$ cat src/rtl/serial_subtractor.sv
// Bit-serial unsigned subtractor: one full-subtractor cell reused LSB-first
// over WIDTH clocks, computing {bout, diff} = a - b - bin with valid/ready on both sides.
module serial_subtractor #(
    parameter int WIDTH = 8
) (
    input  logic             clk,
    input  logic             rst_n,
    input  logic             in_valid,
    output logic             in_ready,
    input  logic [WIDTH-1:0] a,
    input  logic [WIDTH-1:0] b,
    input  logic             bin,
    output logic             out_valid,
    input  logic             out_ready,
    output logic [WIDTH-1:0] diff,
    output logic             bout,
    output logic [1:0]       dbg_state
);

    // Handshake: a transfer happens on a rising edge where valid && ready are both 1;
    // in_ready is high only in IDLE, out_valid only in DONE, and neither depends on the
    // partner's valid/ready in the same cycle.
    typedef enum logic [1:0] {
        IDLE = 2'd0,
        RUN  = 2'd1,
        DONE = 2'd2
    } state_t;

    localparam int CW = (WIDTH > 1) ? $clog2(WIDTH) : 1;
    localparam logic [CW-1:0] LAST = CW'(WIDTH - 1);

    state_t           r_state;
    logic [WIDTH-1:0] r_sa;
    logic [WIDTH-1:0] r_sb;
    logic [WIDTH-1:0] r_sr;
    logic             r_br;
    logic [CW-1:0]    r_cnt;
    logic [WIDTH-1:0] r_diff;
    logic             r_bout;
    logic             r_out_valid;

    logic             w_d;
    logic             w_br_next;
    logic [WIDTH-1:0] w_sr_next;

    // Full-subtractor cell on the current LSBs
    assign w_d       = r_sa[0] ^ r_sb[0] ^ r_br;
    assign w_br_next = (~r_sa[0] & r_sb[0]) | (~(r_sa[0] ^ r_sb[0]) & r_br);
    assign w_sr_next = {w_d, r_sr[WIDTH-1:1]};

    always_ff @(posedge clk or negedge rst_n) begin
        if (!rst_n) begin
            r_state     <= IDLE;
            r_sa        <= '0;
            r_sb        <= '0;
            r_sr        <= '0;
            r_br        <= 1'b0;
            r_cnt       <= '0;
            r_diff      <= '0;
            r_bout      <= 1'b0;
            r_out_valid <= 1'b0;
        end else begin
            case (r_state)
                IDLE: begin
                    if (in_valid) begin
                        r_sa    <= a;
                        r_sb    <= b;
                        r_br    <= bin;
                        r_cnt   <= '0;
                        r_state <= RUN;
                    end
                end
                RUN: begin
                    r_sa <= r_sa >> 1;
                    r_sb <= r_sb >> 1;
                    r_sr <= w_sr_next;
                    r_br <= w_br_next;
                    // Counter saturates at LAST so it never wraps on power-of-two widths
                    if (r_cnt == LAST) begin
                        r_diff      <= w_sr_next;
                        r_bout      <= w_br_next;
                        r_out_valid <= 1'b1;
                        r_state     <= DONE;
                    end else begin
                        r_cnt <= r_cnt + 1'b1;
                    end
                end
                DONE: begin
                    if (out_ready) begin
                        r_out_valid <= 1'b0;
                        r_state     <= IDLE;
                    end
                end
                default: begin
                    r_out_valid <= 1'b0;
                    r_state     <= IDLE;
                end
            endcase
        end
    end

    assign in_ready  = (r_state == IDLE);
    assign out_valid = r_out_valid;
    assign diff      = r_diff;
    assign bout      = r_bout;
    assign dbg_state = r_state;

endmodule
$ cat config.mk
export PLATFORM = sky130hd
export DESIGN_NAME = serial_subtractor
export DESIGN_NICKNAME = d
export VERILOG_FILES = /design/src/rtl/serial_subtractor.sv
export SDC_FILE = /design/constraint.sdc
export NUM_CORES = 1
export LEC_CHECK = 0
export CORE_MARGIN = 2
export CORE_UTILIZATION = 55
export CTS_CLUSTER_SIZE = 14
export DETAILED_ROUTE_END_ITERATION = 8
export DONT_BUFFER_PORTS = 1
export HOLD_SLACK_MARGIN = 0.05
export MAX_ROUTING_LAYER = met4
export PLACE_DENSITY_LB_ADDON = 0.12
export SYNTH_ARGS = -nofsm -noshare
export SYNTH_HDL_FRONTEND = slang
export SYNTH_SLANG_ARGS = --single-unit
$ cat constraint.sdc
create_clock -name clk -period 2.2 [get_ports clk]
set_clock_uncertainty 0.1 [all_clocks]
set_input_delay 0.11 -clock clk [delete_from_list [all_inputs] [get_ports clk]]
set_output_delay 0.11 -clock clk [all_outputs]
set_load 0.01 [all_outputs]
==> out/metrics.cfg <==
[yosys]
synth_top_family_by_area = simple AND/OR/NAND/NOR gates
ys_types = 29
synthXorXnorAreaFrac_pct = 0
synth.avg_cell_area_um2 = 12.9
synth-simple-area-share_pct = 15.4
synth_fp_nets = 171
syn_inst = 147
synth_top_area_cell = dfrtp_1
seq_area_frac_synth_pct = 51.5
syn_area_um2 = 1900
synth_area_leaders = dfrtp_1, mux2_1, o221a_2, or4b_1, a211oi_2
synth_top_area_share_pct = 51.5
ys_seq_elements = 39
synth_compound_area_share_pct = 14.4
synthMuxAreaShare_pct = 9.50
ys.warnings.count = 0
yosys.area_share.adder_pct = 2.38

[floorplanning]
start_util_pct = 57.3
die_h_um = 62.7
io_pins = 34
rows = 21
die_w_um = 62.7
core_um2 = 3310
fp.dieArea_um2 = 3930

[sta]
max_freq_mhz = 519
slew_viol_final = 0
rsz0062_at_grt = no
fin_setup_tns_ns = 0
setup_ws_ns = 0.274
post-route-period-util_pct = 87.5
hold_viol_final = 0
setup_viol = 0
slew_headroom_pct = 59.4
fin_crit_ns = 1.93
worstMarginPinSlew_ns = 0.607

[critical_path]
start_kind = register
path_cells = ha_1, ha_1, nand3b_1, mux2_1
crit_type = register to register
rrSetupSlack_ns = 0.27
end_kind = register
crit_top_cell = ha_1
worst_path_max_delay_cell = mux2_1
worst_r2r_endpoint = diff[2]$_DFFE_PN0P_
reg2reg_from = r_cnt[0]$_DFFE_PN0P_
crit_fanout = 10
reg2reg_depth = 4
cpPeakStageDelay_ns = 0.47
arrival_ns = 2.06
worst_ep_required_time_ns = 2.33

[detailed_routing]
dr.pass1.iters = 5
drc_errors = 0
drtIter0Drc = 53
via_count = 1266
drt.antenna.violating_nets = 0
drt-wirelength-per-cell_um = 17.4
routed_via_density = 5.92
routed_wl_um = 3720

[clock_network]
insertion_delay_ns = 0.35
numClockSinks = 39
cts_resized = 0
cts.htree.levels = 2
clockRootBuffer = clkbuf_4
tritoncts = built
clkTransAtPathRegs_ns = 0.11
clockBufferDepth = 2
post_cts.repair.setup_buffers = 0
numCtsBuffers = 5

[grt]
grt_first_pass_wirelength_um = 6450
antenna_found_initial = 0
grt_pass1_vias = 1319
grt_max_degree = 40
grt_usage_pct = 22.2
grt.overflow.total = 0

[final_layout]
syn2layout_area_growth_pct = 15.8
final_area_um2 = 2190
fin_nets = 191
final_common_cell = dfrtp_1
final_cells = 214
regArea_um2 = 976
drive_gt1_share_pct = 17.3
final_cell_mix = dfrtp_1, dlygate4sd3_1, mux2_1, inv_1
nFillCells = 275
diodes = 0
multiInputGateArea_um2 = 790

[placement]
routabilityCongestion = 0.754
dp_cells = 185
numPortBuffers = 0
preCtsSetupSlack_ns = 0.285
hpwlAfterDp_um = 2360
dpl-instance-area_um2 = 1910

[worst_hold_path]
hold_depth = 2
hold_path_class = input port to register
timing.hold.worst_endpoint = r_sa[7]$_DFFE_PN0P_
min_from = in_valid

[power]
p_leak_nw = 0.959
vdd_ir_drop_max_v = 0.000602
powerDensity_nw_per_um2 = 1260

[run]
max_cap_violations = 0

[outcome]
status = finished clean

power by group:
group / total (mW) / internal [mW] / switching [mW]
Sequential: 1.32 / 1.05 / 0.263
Combinational: 1.04 / 0.541 / 0.496
Clock: 0.418 / 0.188 / 0.230
Total: 2.77 / 1.78 / 0.989
flip-flops by register name, indices dropped and copies added, names as in the netlist:
signal and flops:
out_valid 1, dbg_state 2, r_sb 8, r_cnt 3, r_br 1, diff 8
r_sr 7, bout 1, r_sa 8
worst max-delay path, delay by kind of cell, from the launching register on:
kind | cells | cell delay [ns]
muxes | 1 | 0.47
adders and majority gates | 2 | 0.42
DFF | 1 | 0.40
and+or+nand+nor | 1 | 0.41
area by class of cell:
type,instances,area share (%)
clock buffers,8,3.14
inverters,12,2.05
multi-input cells,83,36.0
flip-flops and latches,39,44.5
well taps,46,2.62
repair buffers,26,11.7
routing by layer:
metal	track usage, %	vias to the layer above	part of all wire, %
li1	-	585	-
met2	34.1	30	50
met4	10.3	0	1.7
met3	5.23	7	3.8
met1	27.9	644	44
met5	-	-	0
logic make-up (layout without fill, tap and decap cells):
family | Yosys count | count (layout)
buffers and inverters | 25 | 46
and+or+nand+nor | 38 | 38
AOI/OAI and AO/OA | 26 | 26
DFF | 39 | 39
adders and majority gates | 3 | 3
muxes | 16 | 16
stage by stage:
stage | util, % | hold WS, ns | total power, mW
2_1_floorplan | - | -0.286 | 2.12
4_1_cts | 66.3 | 0.0622 | 2.80
6_report | 66.3 | 0.0745 | 2.77
3_5_place_dp | 57.6 | -0.285 | 2.33
5_1_grt | 66.3 | 0.0609 | 2.98
3_3_place_gp | 57.6 | -0.285 | 2.25
what timing repair did:
item / 4_1_cts / 5_1_grt
endpoints found under the setup margin: 0 / 0
endpoints found under the hold margin: 59 / 0
hold buffers: 21 / 0
synthesized netlist by cell type:
master / n
a211o_1: 2
a211oi_1: 1
a211oi_2: 5
a21bo_1: 1
a21oi_1: 2
buf_2: 8
buf_4: 1
buf_6: 3
clkbuf_1: 1
dfrtp_1: 39
fa_1: 1
ha_1: 2
inv_1: 12
mux2_1: 16
nand2_1: 2
nand2b_1: 4
nand3_1: 3
nand3b_1: 1
nor2_1: 2
nor3b_1: 8
nor4b_1: 6
nor4bb_1: 2
o21ba_2: 1
o21bai_4: 1
o221a_2: 9
o221ai_1: 3
o2bb2ai_1: 1
or2_1: 1
or4b_1: 9
worst max path at each step:
stage                          from                   to  cells past startpoint
3_5_place_dp   r_cnt[0]$_DFFE_PN0P_     bout$_DFFE_PN0P_                      4
5_1_grt        r_cnt[0]$_DFFE_PN0P_  diff[2]$_DFFE_PN0P_                      4
3_3_place_gp   r_cnt[0]$_DFFE_PN0P_  diff[1]$_DFFE_PN0P_                      4
2_1_floorplan  r_cnt[0]$_DFFE_PN0P_     bout$_DFFE_PN0P_                      5
4_1_cts        r_cnt[0]$_DFFE_PN0P_  diff[0]$_DFFE_PN0P_                      4
6_report       r_cnt[0]$_DFFE_PN0P_  diff[2]$_DFFE_PN0P_                      4
Note: power is estimated with default switching activity, not from simulation.
